`src/rtl/traffic_pkg.sv`:
```
// Shared types and helpers for the multi-approach traffic light controller.
//   phase_e   : encoded controller phase (also driven on the phase output)
//   phase_t   : raw 2-bit phase vector
//   dir_width : width of an approach index for a given approach count
package traffic_pkg;

  typedef logic [1:0] phase_t;

  typedef enum logic [1:0] {
    PH_ALLRED = 2'd0,
    PH_GREEN  = 2'd1,
    PH_YELLOW = 2'd2,
    PH_EMG    = 2'd3
  } phase_e;

  // A single-bit index is kept even for one or two approaches so ports never collapse.
  function automatic int dir_width(input int num_dir);
    return (num_dir <= 2) ? 1 : $clog2(num_dir);
  endfunction

endpackage

```
`src/rtl/phase_timer.sv`:
```
// Phase down-counter.
//   clk, rst  : clock, asynchronous active-low reset (count returns to RST_VAL)
//   load      : load load_val this edge (takes priority over counting)
//   load_val  : phase length minus one
//   en        : count enable; the counter stops at zero
//   expired   : count is zero while enabled, i.e. the final cycle of the phase
module phase_timer #(
  parameter int               CNT_W   = 8,
  parameter logic [CNT_W-1:0] RST_VAL = '0
) (
  input  logic             clk,
  input  logic             rst,
  input  logic             load,
  input  logic [CNT_W-1:0] load_val,
  input  logic             en,
  output logic             expired
);

  logic [CNT_W-1:0] count;

  always_ff @(posedge clk or negedge rst) begin
    if (!rst) begin
      count <= RST_VAL;
    end else if (load) begin
      count <= load_val;
    end else if (en && (count != '0)) begin
      count <= count - CNT_W'(1);
    end
  end

  assign expired = en && (count == '0);

endmodule

```
`src/rtl/traffic_light_ctrl_multi.sv`:
```
// Round-robin traffic light controller for NUM_DIR approaches with pedestrian
// green extension, emergency preemption and a global advance enable.
//   clk, rst        : clock, asynchronous active-low reset
//   en              : advance enable; low freezes phase, timer and lamps
//   ped_req         : pedestrian request pulses, one per approach (latched)
//   emg_req/emg_dir : level-sensitive emergency request and approach to serve
//   red/yellow/green/walk : registered lamp drives per approach
//   cur_dir         : approach owning the current phase
//   phase           : current FSM state (0 ALL_RED, 1 GREEN, 2 YELLOW, 3 EMG)
module traffic_light_ctrl_multi
  import traffic_pkg::*;
#(
  parameter int NUM_DIR     = 4,
  parameter int CNT_W       = 8,
  parameter int GREEN_CYC   = 10,
  parameter int YELLOW_CYC  = 3,
  parameter int ALLRED_CYC  = 2,
  parameter int PED_EXT_CYC = 5,
  localparam int DIR_W      = dir_width(NUM_DIR)
) (
  input  logic               clk,
  input  logic               rst,
  input  logic               en,
  input  logic [NUM_DIR-1:0] ped_req,
  input  logic               emg_req,
  input  logic [DIR_W-1:0]   emg_dir,
  output logic [NUM_DIR-1:0] red,
  output logic [NUM_DIR-1:0] yellow,
  output logic [NUM_DIR-1:0] green,
  output logic [NUM_DIR-1:0] walk,
  output logic [DIR_W-1:0]   cur_dir,
  output phase_t             phase
);

  localparam logic [CNT_W-1:0] GREEN_LD     = CNT_W'(GREEN_CYC - 1);
  localparam logic [CNT_W-1:0] GREEN_PED_LD = CNT_W'(GREEN_CYC + PED_EXT_CYC - 1);
  localparam logic [CNT_W-1:0] YELLOW_LD    = CNT_W'(YELLOW_CYC - 1);
  localparam logic [CNT_W-1:0] ALLRED_LD    = CNT_W'(ALLRED_CYC - 1);

  function automatic logic [NUM_DIR-1:0] dir_oh(input logic [DIR_W-1:0] d);
    return NUM_DIR'(1) << d;
  endfunction

  phase_e             ph_q, ph_d;
  logic [DIR_W-1:0]   dir_q, dir_d, dir_inc;
  logic               first_q, first_d;
  logic [NUM_DIR-1:0] pend_q, pend_clr;
  logic [NUM_DIR-1:0] walk_q, walk_d;
  logic [NUM_DIR-1:0] red_q, yellow_q, green_q;
  logic [NUM_DIR-1:0] red_d, yellow_d, green_d, lamp_oh, grant_oh;
  logic               tmr_load, tmr_en, tmr_exp;
  logic [CNT_W-1:0]   tmr_val;
  logic [31:0]        emg_dir_ext;
  logic               emg_ok;

  // Out-of-range emergency approaches are ignored entirely.
  assign emg_dir_ext = 32'(emg_dir);
  assign emg_ok      = emg_req && (emg_dir_ext < 32'(NUM_DIR));
  assign dir_inc     = (dir_q == DIR_W'(NUM_DIR - 1)) ? '0 : dir_q + DIR_W'(1);
  // The timer sits idle while an emergency green is held.
  assign tmr_en      = en && (ph_q != PH_EMG);

  phase_timer #(
    .CNT_W   (CNT_W),
    .RST_VAL (ALLRED_LD)
  ) u_timer (
    .clk      (clk),
    .rst      (rst),
    .load     (tmr_load),
    .load_val (tmr_val),
    .en       (tmr_en),
    .expired  (tmr_exp)
  );

  always_comb begin
    ph_d     = ph_q;
    dir_d    = dir_q;
    first_d  = first_q;
    walk_d   = walk_q;
    pend_clr = '0;
    tmr_load = 1'b0;
    tmr_val  = '0;
    grant_oh = '0;
    if (en) begin
      case (ph_q)
        PH_ALLRED: begin
          if (tmr_exp) begin
            first_d = 1'b0;
            if (emg_ok) begin
              ph_d   = PH_EMG;
              dir_d  = emg_dir;
              walk_d = '0;
            end else begin
              // After EMG cur_dir already holds the emergency approach, so
              // the plain increment resumes from emg_dir+1.
              ph_d     = PH_GREEN;
              dir_d    = first_q ? '0 : dir_inc;
              grant_oh = dir_oh(dir_d);
              tmr_load = 1'b1;
              if (|(pend_q & grant_oh)) begin
                tmr_val  = GREEN_PED_LD;
                walk_d   = grant_oh;
                pend_clr = grant_oh;
              end else begin
                tmr_val  = GREEN_LD;
                walk_d   = '0;
              end
            end
          end
        end
        PH_GREEN: begin
          if (emg_ok && (emg_dir == dir_q)) begin
            ph_d   = PH_EMG;
            walk_d = '0;
          end else if (emg_ok || tmr_exp) begin
            ph_d     = PH_YELLOW;
            walk_d   = '0;
            tmr_load = 1'b1;
            tmr_val  = YELLOW_LD;
          end
        end
        PH_YELLOW: begin
          if (tmr_exp) begin
            ph_d     = PH_ALLRED;
            tmr_load = 1'b1;
            tmr_val  = ALLRED_LD;
          end
        end
        PH_EMG: begin
          if (!emg_ok) begin
            ph_d     = PH_YELLOW;
            tmr_load = 1'b1;
            tmr_val  = YELLOW_LD;
          end
        end
      endcase
    end
    // Lamps are decoded from the next state so they register on the same edge as phase.
    lamp_oh  = dir_oh(dir_d);
    green_d  = ((ph_d == PH_GREEN) || (ph_d == PH_EMG)) ? lamp_oh : '0;
    yellow_d = (ph_d == PH_YELLOW) ? lamp_oh : '0;
    red_d    = ~(green_d | yellow_d);
  end

  always_ff @(posedge clk or negedge rst) begin
    if (!rst) begin
      ph_q     <= PH_ALLRED;
      dir_q    <= '0;
      first_q  <= 1'b1;
      pend_q   <= '0;
      walk_q   <= '0;
      red_q    <= '1;
      yellow_q <= '0;
      green_q  <= '0;
    end else begin
      ph_q     <= ph_d;
      dir_q    <= dir_d;
      first_q  <= first_d;
      // Set wins over clear; latches track requests even while en is low.
      pend_q   <= (pend_q & ~pend_clr) | ped_req;
      walk_q   <= walk_d;
      red_q    <= red_d;
      yellow_q <= yellow_d;
      green_q  <= green_d;
    end
  end

  assign red     = red_q;
  assign yellow  = yellow_q;
  assign green   = green_q;
  assign walk    = walk_q;
  assign cur_dir = dir_q;
  assign phase   = phase_t'(ph_q);

endmodule
```
`config.mk`:
```
export PLATFORM = sky130hd
export DESIGN_NAME = traffic_light_ctrl_multi
export DESIGN_NICKNAME = d
export VERILOG_FILES = /design/src/rtl/traffic_pkg.sv /design/src/rtl/phase_timer.sv /design/src/rtl/traffic_light_ctrl_multi.sv
export SDC_FILE = /design/constraint.sdc
export NUM_CORES = 1
export LEC_CHECK = 0
export ABC_CLOCK_PERIOD_IN_PS = 2470
export CAP_MARGIN = 20
export CELL_PAD_IN_SITES_DETAIL_PLACEMENT = 2
export CELL_PAD_IN_SITES_GLOBAL_PLACEMENT = 2
export CORE_MARGIN = 1
export CORE_UTILIZATION = 34
export CTS_BUF_LIST = sky130_fd_sc_hd__clkbuf_2 sky130_fd_sc_hd__clkbuf_4 sky130_fd_sc_hd__clkbuf_8
export DETAILED_ROUTE_END_ITERATION = 10
export GPL_ROUTABILITY_DRIVEN = 0
export HOLD_SLACK_MARGIN = 0.05
export PLACE_DENSITY_LB_ADDON = 0.1
export SETUP_SLACK_MARGIN = 0.15
export SYNTH_ARGS = -nofsm -noshare
export SYNTH_HDL_FRONTEND = slang
export SYNTH_SLANG_ARGS = --single-unit
```
`constraint.sdc`:
```
create_clock -name clk -period 2.47 [get_ports clk]
set_input_delay 0.247 -clock clk [delete_from_list [all_inputs] [get_ports clk]]
set_output_delay 0.247 -clock clk [all_outputs]
set_load 0.05 [all_outputs]
```
==> flow_summary.toml <==
[logic_synthesis]
synthesis.area_mm2 = 0.00167
synth.top_cell.area_share = 0.406
synth_area_leaders = "dfrtp_1 (41%), dfstp_2 (9.5%), a21o_1 (5.4%), nor2_1 (5.2%), nand2_1 (2.7%)"
syn-num-nets = 180
syn_area_per_cell_um2 = 9.97
async_flop_share = 1.00
synth_top_area_cell = "dfrtp_1"
yosysSeqAreaShare = 0.500
synth_edf_count = 0
synthFlopType = "dfrtp_1"
synth.ff_latch_count = 33
synth_cell_types = 42
ys.warnings.count = 0
syn-instance-count = 167

[global_route]
antenna_found_initial = 0
use_met1 = 0.279
busiest_layer = "met2"
grt_max_degree = 34
use_met2 = 0.378
grt_pass1_wl_um = 8550
use_met3 = 0.0639
grt_use_total = 0.221
gr-total-overflow = 0
grt_pass1_vias = 1684

[timing]
setup_viol = 0
fin_tns_setup_ns = 0
skew_ns = 0.0106
tightest_slew_ns = 0.509
post-route-period-util = 0.924
rsz0062_at_grt = "yes"
slew_violations = 0
maxSlewHeadroom = 0.660
min_period_ns = 2.28
fmax_ghz = 0.438
hold_viol = 0

[critical_path]
r2r_start = "u_timer.count[1]"
cp-start-kind = "register"
critical-path-slowest-cell = "or4_4"
cp_top_family = "simple AND/OR/NAND/NOR gates"
rr_endpoint = "red[0]"
ff2ff_path_depth = 7
crit_path_cell_trace = "inv_2 > ha_4 > or3b_4 > or4_4 > or2_1 > o32a_1 > a21o_1"
crit_start = "u_timer.count[1]"
cp_data_arrival_time_ns = 2.51
crit_type = "reg -> reg"
r2r_setup_slack_ns = 0.19
path_depth = 7
cp-end-kind = "register"
critPathMaxFanout = 6
crit_buf_inv = 1
required_ns = 2.69
crit_path_max_incr_delay_ns = 0.55
critPathCapture = "red[0]"

[final_layout]
design_area_mm2 = 0.00228
nNetsFinal = 230
n_antenna_cell = 0
stdcell_count = 285
drive_gt1_frac = 0.211
area_growth_pct = 37.2
n_fill_cell = 498
final_common_cell = "clkdlybuf4s50_1"
final_util = 0.484
final_cell_mix = "clkdlybuf4s50_1 (29), dfrtp_1 (25), nor2_1 (23), buf_4 (19)"

[detailed_routing]
drt-total-wl_um = 5210
via_count = 1491
drtIter0Drc = 72
dr.pass1.iters = 4
drc = 0
drtAntennaViolNets = 0
vias_per_cell = 5.23
post_drt_wl_per_cell_um = 18.3

[floorplan]
io_pins = 30
die_w_um = 72.0
die_h_um = 72.0
rows = 25
initial_core_util = 0.353
core_area_mm2 = 0.00472
die_area_mm2 = 0.00518

[power]
ir_drop_mv = 0.506
p_leak_nw = 0.963
p_per_area_mw_per_mm2 = 1410

[min_path]
hp-class = "in -> async"

[placement]
dp_hpwl_um = 3600
placed_cell_area_mm2 = 0.00212
port_buffers = 29
place_inst = 272

[cts]
worstSkewPairLatency_ns = 0.29
cts_buffer_depth = 2
htreeDepth = 2
numClockSinks = 33
cts_buffers = 5
cts_root_buf = "clkbuf_8"
clk_pin_slew_ns = 0.08
ctsHoldBuffers = 0
cts_tree = "done"

[outcome]
status = "complete, no violations"

[job]
drv_cap = 0
==> report_power, final <==
| part | leakage, nW | switching [mW] | internal [mW] | total, mW |
|---|---|---|---|---|
| clock | 0.0479 | 0.215 | 0.238 | 0.453 |
| sequential | 0.397 | 0.172 | 0.759 | 0.931 |
| combinational | 0.518 | 1.13 | 0.698 | 1.83 |
| total | 0.963 | 1.52 | 1.69 | 3.22 |
==> logic make-up after synthesis <==
family	after synthesis	share of synthesized area
flops	33	0.500
buf+inv	11	0.0255
compound gates	46	0.195
xor+xnor	10	0.0526
simple gates	64	0.204
fa+ha+maj	3	0.0225
==> flip-flops by register name, indices dropped and copies added (netlist names) <==
| signal | flops |
|---|---|
| yellow | 4 |
| pend_q | 4 |
| phase | 2 |
| green | 4 |
| walk | 4 |
| red | 4 |
| u_timer.count | 8 |
| cur_dir | 2 |
| first_q | 1 |
==> layout make-up <==
type,instances,area [µm²],area share
Clock buffer,7,90.1,0.0394
Clock inverter,1,7.51,0.00329
Inverter,6,22.5,0.00986
Multi-Input combinational cell,123,812,0.355
Sequential cell,33,836,0.366
Tap cell,67,83.8,0.0367
Timing Repair Buffer,48,433,0.189
==> worst min path at each step <==
stage	startpoint	endpoint	slack, ns	cells after the start
2_1_floorplan	rst	cur_dir[0]	-0.05	0
3_3_place_gp	walk[3]	walk[3]	0.46	2
3_5_place_dp	walk[2]	walk[2]	0.48	2
4_1_cts	rst	u_timer.count[3]	0.38	2
5_1_grt	rst	u_timer.count[5]	0.39	2
6_report	rst	u_timer.count[5]	0.36	2
==> stage by stage <==
stage	setup slack, ns	power [mW]	hold slack, ns
floorplan	0.215	2.03	-0.0486
global placement	0.146	2.56	0.456
detailed placement	0.0593	2.65	0.483
CTS	0.153	3.15	0.378
global route	0.100	3.42	0.392
finish	0.187	3.22	0.358
==> repair_timing <==
item / in CTS / in global routing
pin swaps: 2 / 3
cloned: 0 / 0
resized for setup: 2 / 8
setup endpoints to repair: 5 / 11
endpoints found under the hold margin: 0 / 0
setup buffers: 1 / 4
==> worst reg2reg max path: cells and delay by family, from the launching register on <==
kind            cells  cell delay [ns]
flops               1             0.41
buf+inv             1             0.09
fa+ha+maj           1             0.13
simple gates        3             1.21
compound gates      2             0.37
==> synthesized netlist by cell type (4+ instances only) <==
cell	number
dfrtp_1	27
nor2_1	23
a21o_1	12
nand2_1	12
o21ai_0	8
dfstp_2	6
inv_1	6
xnor2_1	5
xor2_1	5
clkbuf_1	4
==> per-layer routing <==
| metal | vias to the layer above | share of wire |
|---|---|---|
| met4 | 0 | 0.0077 |
| met3 | 5 | 0.029 |
| met5 | - | 0 |
| met2 | 22 | 0.52 |
| met1 | 770 | 0.45 |
| li1 | 694 | - |
No activity file was read; power rests on OpenSTA's default activity.
